<file path="src/rtl/exe_stage_if.sv">
// Decode -> execute -> memory handshake, hazard/forward feedback and data SRAM request.
// slave is the execute stage's view; master is the surrounding pipeline's view.
interface exe_stage_if;
  logic         ms_allowin;
  logic         es_allowin;
  logic         ds_to_es_valid;
  logic [149:0] ds_to_es_bus;
  logic         es_to_ms_valid;
  logic [70:0]  es_to_ms_bus;
  logic [7:0]   es_hazard_bus;
  logic [31:0]  es_forward;
  logic         data_sram_en;
  logic [3:0]   data_sram_we;
  logic [31:0]  data_sram_addr;
  logic [31:0]  data_sram_wdata;

  modport slave (
    input  ms_allowin, ds_to_es_valid, ds_to_es_bus,
    output es_allowin, es_to_ms_valid, es_to_ms_bus, es_hazard_bus, es_forward,
           data_sram_en, data_sram_we, data_sram_addr, data_sram_wdata
  );

  modport master (
    output ms_allowin, ds_to_es_valid, ds_to_es_bus,
    input  es_allowin, es_to_ms_valid, es_to_ms_bus, es_hazard_bus, es_forward,
           data_sram_en, data_sram_we, data_sram_addr, data_sram_wdata
  );
endinterface

</file>
<file path="src/rtl/exe_stage.sv">
// Single-cycle execute stage: one register slot, ALU result and SRAM request one cycle after capture.
// Backpressure: while ms_allowin=0 the slot holds, es_allowin drops and no SRAM access is issued.
module exe_stage (
  input logic        clk,
  input logic        resetn,
  exe_stage_if.slave io
);

  typedef struct packed {
    logic [11:0] alu_op;
    logic        load_op;
    logic        src1_is_pc;
    logic        src2_is_imm;
    logic        gr_we;
    logic        mem_we;
    logic [4:0]  dest;
    logic [31:0] imm;
    logic [31:0] rj_value;
    logic [31:0] rkd_value;
    logic [31:0] pc;
  } ds_bus_t;

  logic        es_valid;
  ds_bus_t     es_bus;
  logic        es_ready_go;
  logic [31:0] src1;
  logic [31:0] src2;
  logic [4:0]  sa;
  logic [31:0] alu_result;
  logic        sram_en;

  assign es_ready_go   = 1'b1;
  assign io.es_allowin = !es_valid || (es_ready_go && io.ms_allowin);

  always_ff @(posedge clk) begin
    if (!resetn) begin
      es_valid <= 1'b0;
    end else if (io.es_allowin) begin
      es_valid <= io.ds_to_es_valid;
    end
  end

  // Payload is left unreset; it is meaningless whenever es_valid is low.
  always_ff @(posedge clk) begin
    if (resetn && io.ds_to_es_valid && io.es_allowin) begin
      es_bus <= ds_bus_t'(io.ds_to_es_bus);
    end
  end

  assign src1 = es_bus.src1_is_pc  ? es_bus.pc  : es_bus.rj_value;
  assign src2 = es_bus.src2_is_imm ? es_bus.imm : es_bus.rkd_value;
  assign sa   = src2[4:0];

  // One-hot op select: AND-OR mux so an all-zero alu_op gives zero.
  assign alu_result =
      ({32{es_bus.alu_op[0]}}  & (src1 + src2))
    | ({32{es_bus.alu_op[1]}}  & (src1 - src2))
    | ({32{es_bus.alu_op[2]}}  & {31'b0, $signed(src1) < $signed(src2)})
    | ({32{es_bus.alu_op[3]}}  & {31'b0, src1 < src2})
    | ({32{es_bus.alu_op[4]}}  & (src1 & src2))
    | ({32{es_bus.alu_op[5]}}  & ~(src1 | src2))
    | ({32{es_bus.alu_op[6]}}  & (src1 | src2))
    | ({32{es_bus.alu_op[7]}}  & (src1 ^ src2))
    | ({32{es_bus.alu_op[8]}}  & (src1 << sa))
    | ({32{es_bus.alu_op[9]}}  & (src1 >> sa))
    | ({32{es_bus.alu_op[10]}} & 32'($signed(src1) >>> sa))
    | ({32{es_bus.alu_op[11]}} & src2);

  assign io.es_to_ms_valid = es_valid && es_ready_go;
  assign io.es_to_ms_bus   = {es_bus.load_op, es_bus.gr_we, es_bus.dest, alu_result, es_bus.pc};
  assign io.es_hazard_bus  = {es_bus.load_op, es_valid, es_bus.gr_we, es_bus.dest};
  assign io.es_forward     = alu_result;

  // Issue only in the cycle the instruction leaves, so a stall never repeats the access.
  assign sram_en            = es_valid && (es_bus.load_op || es_bus.mem_we) && io.ms_allowin;
  assign io.data_sram_en    = sram_en;
  assign io.data_sram_we    = (sram_en && es_bus.mem_we) ? 4'hf : 4'h0;
  assign io.data_sram_addr  = alu_result;
  assign io.data_sram_wdata = es_bus.rkd_value;

endmodule

</file>
<file path="src/flat_wrapper.sv">
// flat-port wrapper written by rule: the top's interface ports become plain ports
module exe_stage_flat 
  (clk, resetn, io_ms_allowin, io_ds_to_es_valid, io_ds_to_es_bus, io_es_allowin, io_es_to_ms_valid, io_es_to_ms_bus, io_es_hazard_bus, io_es_forward, io_data_sram_en, io_data_sram_we, io_data_sram_addr, io_data_sram_wdata);
  exe_stage_if io_i ();
  input logic clk;
  input logic resetn;
  input wire logic [$bits(io_i.ms_allowin)-1:0] io_ms_allowin;
  input wire logic [$bits(io_i.ds_to_es_valid)-1:0] io_ds_to_es_valid;
  input wire logic [$bits(io_i.ds_to_es_bus)-1:0] io_ds_to_es_bus;
  output wire logic [$bits(io_i.es_allowin)-1:0] io_es_allowin;
  output wire logic [$bits(io_i.es_to_ms_valid)-1:0] io_es_to_ms_valid;
  output wire logic [$bits(io_i.es_to_ms_bus)-1:0] io_es_to_ms_bus;
  output wire logic [$bits(io_i.es_hazard_bus)-1:0] io_es_hazard_bus;
  output wire logic [$bits(io_i.es_forward)-1:0] io_es_forward;
  output wire logic [$bits(io_i.data_sram_en)-1:0] io_data_sram_en;
  output wire logic [$bits(io_i.data_sram_we)-1:0] io_data_sram_we;
  output wire logic [$bits(io_i.data_sram_addr)-1:0] io_data_sram_addr;
  output wire logic [$bits(io_i.data_sram_wdata)-1:0] io_data_sram_wdata;
  assign io_i.ms_allowin = io_ms_allowin;
  assign io_i.ds_to_es_valid = io_ds_to_es_valid;
  assign io_i.ds_to_es_bus = io_ds_to_es_bus;
  assign io_es_allowin = io_i.es_allowin;
  assign io_es_to_ms_valid = io_i.es_to_ms_valid;
  assign io_es_to_ms_bus = io_i.es_to_ms_bus;
  assign io_es_hazard_bus = io_i.es_hazard_bus;
  assign io_es_forward = io_i.es_forward;
  assign io_data_sram_en = io_i.data_sram_en;
  assign io_data_sram_we = io_i.data_sram_we;
  assign io_data_sram_addr = io_i.data_sram_addr;
  assign io_data_sram_wdata = io_i.data_sram_wdata;
  exe_stage u_core (.clk(clk), .resetn(resetn), .io(io_i));
endmodule
</file>
<file path="config.mk">
export PLATFORM = sky130hd
export DESIGN_NAME = exe_stage_flat
export DESIGN_NICKNAME = d
export VERILOG_FILES = /design/src/rtl/exe_stage_if.sv /design/src/rtl/exe_stage.sv /design/src/flat_wrapper.sv
export SDC_FILE = /design/constraint.sdc
export NUM_CORES = 1
export LEC_CHECK = 0
export BUFFER_PORTS_ARGS = -buffer_cell sky130_fd_sc_hd__buf_2
export CORE_MARGIN = 5
export CORE_UTILIZATION = 44
export DETAILED_ROUTE_END_ITERATION = 6
export PLACE_DENSITY = 0.67
export SYNTH_ARGS = -nofsm -noshare
export SYNTH_HDL_FRONTEND = slang
export SYNTH_SLANG_ARGS = --single-unit
export TNS_END_PERCENT = 100
</file>
<file path="constraint.sdc">
create_clock -name clk -period 4.06 [get_ports clk]
set_clock_uncertainty 0.1 [all_clocks]
set_input_delay 0 -clock clk [delete_from_list [all_inputs] [get_ports clk]]
set_output_delay 0 -clock clk [all_outputs]
set_load 0.02 [all_outputs]
</file>
==> impl_metrics.tcl, run 1 <==
set metrics [dict create \
    status "finished, violations left" \
    violations "design-rule violations, negative setup slack" \
    crit_path_start "u_core.es_bus[135]$_DFFE_PP_" \
    grt_max_degree 90 \
    first_pass_iters 7 \
    vias 17757 \
    hpwl_um 54600 \
    crit_end "io_data_sram_addr[26]" \
    grt_first_pass_wirelength_um 110000 \
    multi_input_area_mm2 0.0104 \
    initial_core_util_pct 44.7 \
    netlist_top_cells_area "edfxtp_1, mux2i_1, ha_1, buf_4, a21oi_1" \
    synth_ff_type "edfxtp_1" \
    drive_gt1_share_pct 43.2 \
    yosys.area.top_type "edfxtp_1" \
    crit_path_start_kind "flop" \
    core_area_mm2 0.0346 \
    crit_fanout 3 \
    yosysWarningCount 0 \
    async_flop_share_pct 0 \
    leakagePower_nw 10.2 \
    stdcell_area_mm2 0.0237 \
    synth.most_common_cell "buf_4" \
    ys_seq_area_share_pct 29.2 \
    post-synth-top-area-fraction_pct 29.1 \
    dp_cells 2656 \
    io_buffer_count 335 \
    synth_nets 2021 \
    cts_num_sinks 151 \
    r2r_start "u_core.io.es_to_ms_valid$_SDFFE_PN0P_" \
    synth_area_mm2 0.0155 \
    clkTransAtPathRegs_ps 100 \
    setup_violations 63 \
    grt_overflow_total 0 \
    totalWireLength_um 76300 \
    h-tree-depth 4 \
    grt_util_all_layers_pct 36.9 \
    crit_type "flop to output port" \
    clockBufferDepth 2 \
    vdd_drop_max_mv 0.315 \
    p_total_w 0.00674 \
    diodes 0 \
    fillers 2734 \
    yosysUniqueCellTypes 83 \
    rsz0062_at_grt "yes" \
    cp_data_arrival_time_ps 4410 \
    vias_per_cell 6.12 \
    tns_ps -17380 \
    reg2reg_depth 3 \
    drtIter0Drc 2246 \
    worst_slew_pin_slew_ps 1120 \
    route.detailed.drc 12 \
    dieArea_mm2 0.0390 \
    fin_nets 2687 \
    drtAntennaViolNets 0 \
    clock.fmax_mhz 222 \
    maxCapViolCount 0 \
    synth_edf_count 150 \
    hold_viol_final 0 \
    worst-r2r-setup-slack_ps 2190 \
    grt_pass1_vias 17399 \
    num_rows 68 \
    dp_slack_ps -256 \
    numCtsBuffers 17 \
    layoutNonFillerInstCount 2902 \
    syn_inst 1768 \
    antenna_found_initial 1 \
    worstHoldPathType "input port to flop" \
    clkLatencyLatePin_ps 460 \
    place_area_mm2 0.0191 \
    synth_seq_cells 151 \
    slew_violations 0 \
    final.setup.worst_slack_ps -453 \
    gp_congestion 1.04 \
    worst-endpoint-required_ps 3960 \
    syn2layout_area_growth_pct 52.8 \
    synth_common_cells "buf_4, edfxtp_1, nand2_1, mux2i_1, a21oi_1" \
    tritoncts "done" \
    r2r-end "u_core.es_bus[109]$_DFFE_PP_" \
    fin_crit_ps 4510 \
    pin_count 336 \
    wl_per_cell_um 26.3 \
    min_period_over_period_pct 111 \
    cp-end-kind "output port" \
    register_area_mm2 0.00452 \
    cts-root-buf "clkbuf_16" \
    die_x_um 198 \
    die_h_um 198 \
    slew_headroom_pct 25.2 \
    avgSynthCellArea_um2 8.76 \
    pwr_density_cell_mw_per_mm2 285 \
]
[report_power, final]
group	internal [W]	leakage, nW	switching, W
Sequential	0.00180	1.41	0.0000537
Clock	0.000938	0.295	0.000824
Combinational	0.00139	8.54	0.00173
[final cells by class]
type,count,area share [%]
clock buffers,18,1.81
clock inverters,14,0.793
inverters,100,1.64
multi-input cells,1251,44.0
flip-flops and latches,151,19.1
well taps,455,2.41
repair buffers,913,30.2
[stage by stage]
step,hold slack (ps),utilization (%)
after detailed placement,78.1,55.0
after floorplan,-1.13,-
after CTS,109,64.7
after global routing,120,68.3
final,122,68.3
after global placement,75.9,55.0
[per-layer routing]
metal | up-vias | share of wire, % | global-route usage [%]
met4 | 2 | 5.3 | 15.9
met5 | - | 0.010 | 0
met2 | 1133 | 44 | 56.1
met3 | 236 | 11 | 8.95
li1 | 7773 | - | -
met1 | 8613 | 40 | 50.3
[state kept, by name (all words and copies together), names as in the netlist]
| register | count |
|---|---|
| u_core.es_bus | 79 |
| u_core.io.data_sram_wdata | 32 |
| u_core.io.es_to_ms_bus | 32 |
| u_core.io.es_hazard_bus | 7 |
| u_core.io.es_to_ms_valid | 1 |
[logic make-up (layout without fill, tap and decap cells)]
family / Yosys count / after routing / share of synthesized area [%]
xor gates and xnor gates: 25 / 25 / 1.41
AOI/OAI and AO/OA: 521 / 521 / 23.0
buffers and inverters: 366 / 1045 / 13.0
and+or+nand+nor: 415 / 415 / 12.1
adders and majority gates: 99 / 99 / 8.10
muxes: 191 / 191 / 13.1
DFF: 151 / 151 / 29.2
[worst min path at each step]
stage,slack [ps],from,depth (start not counted),to
finish,120,io_ds_to_es_bus[98],2,u_core.es_bus[98]$_DFFE_PP_
global placement,80,io_ds_to_es_bus[2],1,u_core.io.es_to_ms_bus[2]$_DFFE_PP_
global route,120,io_ds_to_es_bus[120],2,u_core.es_bus[120]$_DFFE_PP_
floorplan,-1,io_ds_to_es_bus[100],0,u_core.es_bus[100]$_DFFE_PP_
CTS,110,io_ds_to_es_bus[120],2,u_core.es_bus[120]$_DFFE_PP_
detailed placement,80,io_ds_to_es_bus[38],1,u_core.io.data_sram_wdata[6]$_DFFE_PP_
[cells in the final DEF (no fill, tap or decap), types with 13 or more instances in the layout]
cell type	Yosys	final
inv_1	97	83
nor2_1	126	118
o21ai_0	83	66
dlygate4sd3_1	0	152
buf_6	3	77
a21o_1	19	19
clkbuf_16	0	19
o211ai_1	20	20
a211o_1	15	13
a21oi_2	0	17
mux2_2	43	38
a31oi_1	24	17
a221oi_1	25	17
nand2_1	144	139
buf_4	152	384
buf_2	31	276
xnor2_1	18	15
a211oi_1	40	34
ha_4	0	21
nand3_1	29	25
buf_12	0	14
nor3_1	32	27
edfxtp_1	150	150
mux2i_1	141	125
ha_1	97	68
nand4_1	13	13
a22oi_1	29	27
a21oi_1	127	106
[what timing repair did]
action,4_1_cts,5_1_grt
setup buffers,36,31
hold buffers,152,0
gates cloned,1,2
resized for setup,224,211
endpoints found under the setup margin,96,93
hold endpoints to repair,151,0
pin swaps,66,65
[critical path: stages (launching register included)]
cell and delay [ps]:
edfxtp_1 420, buf_12 160, mux2i_4 250, inv_4 80
buf_6 130, ha_4 150, inv_2 50, fa_2 250
nand2b_4 60, a2111o_1 450, a211o_1 350, a211oi_2 230
a211oi_2 100, o31a_1 310, a221o_1 380, a221o_2 420
buf_6 150
No activity file was read; power rests on OpenSTA's default activity.
==> inputs of run 2 (changes only) <==
--- a/config.mk
+++ b/config.mk
@@ -7,10 +7,10 @@
 export LEC_CHECK = 0
 export BUFFER_PORTS_ARGS = -buffer_cell sky130_fd_sc_hd__buf_2
 export CORE_MARGIN = 5
-export CORE_UTILIZATION = 44
+export CORE_UTILIZATION = 50
 export DETAILED_ROUTE_END_ITERATION = 6
-export PLACE_DENSITY = 0.67
+export PLACE_DENSITY = 0.75
 export SYNTH_ARGS = -nofsm -noshare
 export SYNTH_HDL_FRONTEND = slang
 export SYNTH_SLANG_ARGS = --single-unit
-export TNS_END_PERCENT = 100
+export TNS_END_PERCENT = 1
==> run 2 against run 1 <==
Against the previous run: the run ends with negative setup slack left; via count shrank 2.9%; sequential power is essentially flat; combinational power shrank 15%; sequential share of layout area grew 2.1 points; register-to-register slack lost 150 ps; count of clock-buffer cells in the layout shrank 1; design area shrank 9.9%; global-route usage grew 3.0 points; flip-flop and latch count is the same; setup slack lost 89 ps.
==> impl_metrics.tcl, run 2 (same netlist as run 1, synthesis figures left out) <==
set metrics [dict create \
    pwr_density_cell_mw_per_mm2 289 \
    violations "negative setup slack" \
    first_pass_iters 6 \
    grt_pass1_vias 17231 \
    io_buffer_count 335 \
    h-tree-depth 4 \
    largest_reg_flops 79 \
    clkTransAtPathRegs_ps 80 \
    fillers 2367 \
    setup_violations 69 \
    place_area_mm2 0.0184 \
    dp_cells 2542 \
    grt_first_pass_wirelength_um 104000 \
    reg2reg_depth 3 \
    fin_crit_ps 4600 \
    drive_gt1_share_pct 35.9 \
    final.setup.worst_slack_ps -543 \
    syn2layout_area_growth_pct 37.6 \
    maxCapViolCount 0 \
    final_common_cell "buf_4" \
    cp_slowest_cell "edfxtp_1" \
    worstHoldPathType "input port to flop" \
    pin_count 336 \
    wl_per_cell_um 26.0 \
    route.detailed.drc 0 \
    stdcell_area_mm2 0.0213 \
    hp-start "io_ds_to_es_bus[33]" \
    initial_core_util_pct 50.6 \
    numCtsBuffers 17 \
    worst-r2r-setup-slack_ps 2040 \
    drtIter0Drc 2352 \
    hold_viol_final 0 \
    grt_max_degree 66 \
    grt_overflow_total 0 \
    core_area_mm2 0.0306 \
    cp-end-kind "output port" \
    layout_common_cells "buf_4, buf_2, dlygate4sd3_1, edfxtp_1, nand2_1" \
    crit_fanout 4 \
    dp_slack_ps -280 \
    clock.fmax_mhz 217 \
    num_rows 64 \
    vdd_drop_max_mv 0.322 \
    fin_nets 2581 \
    clockBufferDepth 2 \
    totalWireLength_um 71100 \
    hpwl_um 51700 \
    die_h_um 186 \
    min_path_cells 2 \
    grt_util_all_layers_pct 39.9 \
    tritoncts "done" \
    worst-endpoint-required_ps 3960 \
    crit_path_cell_trace "mux2i_4 > clkinv_4 > buf_6 > ha_4 > inv_2 > fa_2 > nand2b_4 > a2111o_1 > a211o_1 > a211oi_2 > a211oi_2 > o31a_1 > a221o_1 > a221o_1 > buf_6" \
    cts_num_sinks 151 \
    crit_type "flop to output port" \
    cpPeakStageDelay_ps 480 \
    antenna_found_initial 2 \
    status "finished, violations left" \
    p_total_w 0.00616 \
    regMostFlops "u_core.es_bus" \
    crit_end "io_es_forward[26]" \
    dieArea_mm2 0.0346 \
    r2r-end "u_core.es_bus[64]$_DFFE_PP_" \
    layoutNonFillerInstCount 2737 \
    slew_headroom_pct 33.7 \
    slew_violations 0 \
    cp_data_arrival_time_ps 4500 \
    clkLatencyLatePin_ps 460 \
    rsz0062_at_grt "yes" \
    vias_per_cell 6.30 \
    min_period_over_period_pct 113 \
    cts-root-buf "clkbuf_16" \
    leakagePower_nw 9.35 \
    gp_congestion 1.06 \
    worst_slew_pin_slew_ps 985 \
    r2r_start "u_core.io.es_to_ms_valid$_SDFFE_PN0P_" \
    vias 17240 \
    crit_path_start_kind "flop" \
    drtAntennaViolNets 0 \
    die_x_um 186 \
    diodes 0 \
    crit_path_start "u_core.es_bus[135]$_DFFE_PP_" \
]
[run 2: routing by layer]
layer	routed length, um	track usage, %
met1	26300	48.6
met2	32700	65.2
met3	7020	7.91
met4	5100	24.3
met5	31	0
[run 2: cell type report]
class                      count  area [um2]  share of cell area, %
timing repair buffer         807        5820                   27.3
inverter                     100         380                   1.78
clock inverter                15         176                  0.828
tap                          396         495                   2.33
clock buffer                  17         425                   2.00
multi-input combinational   1251        9480                   44.5
sequential                   151        4520                   21.2
[run 2: report_power, final]
group / leakage, nW / switching, W / total (W) / internal [W]
clock network: 0.293 / 0.000821 / 0.00165 / 0.000831
registers: 1.41 / 0.0000555 / 0.00185 / 0.00179
logic: 7.65 / 0.00154 / 0.00265 / 0.00111
total: 9.35 / 0.00241 / 0.00616 / 0.00374
[run 2: what timing repair did]
| action | 4_1_cts | 5_1_grt |
|---|---|---|
| hold buffers | 152 | 0 |
| pin swaps | 21 | 18 |
| buffers inserted | 8 | 4 |
| hold endpoints to repair | 151 | 0 |
| endpoints found under the setup margin | 96 | 93 |
| gates resized for setup | 107 | 47 |
[run 2: worst max-delay path: cells and delay by family (launching register included)]
family	cells	cell delay [ps]
AOI/OAI and AO/OA	7	2280
buffers and inverters	4	520
DFF	1	480
adders and majority gates	2	390
muxes	1	320
and+or+nand+nor	1	60
[run 2: how the worst min path moves through the flow]
| stage | endpoint | slack, ps |
|---|---|---|
| floorplan | u_core.es_bus[100]$_DFFE_PP_ | -1 |
| global placement | u_core.io.es_to_ms_bus[28]$_DFFE_PP_ | 80 |
| detailed placement | u_core.es_bus[67]$_DFFE_PP_ | 80 |
| CTS | u_core.io.es_to_ms_bus[18]$_DFFE_PP_ | 120 |
| global route | u_core.es_bus[114]$_DFFE_PP_ | 130 |
| finish | u_core.io.data_sram_wdata[1]$_DFFE_PP_ | 140 |
[run 2: metrics by stage]
step / setup TNS, ps / utilization, % / hold slack [ps]
floorplan: -6400 / - / -1.13
global placement: -3790 / 60.3 / 76.2
detailed placement: -6020 / 60.3 / 78.1
CTS: -17280 / 69.0 / 124
global route: -27910 / 69.7 / 131
finish: -20630 / 69.7 / 137
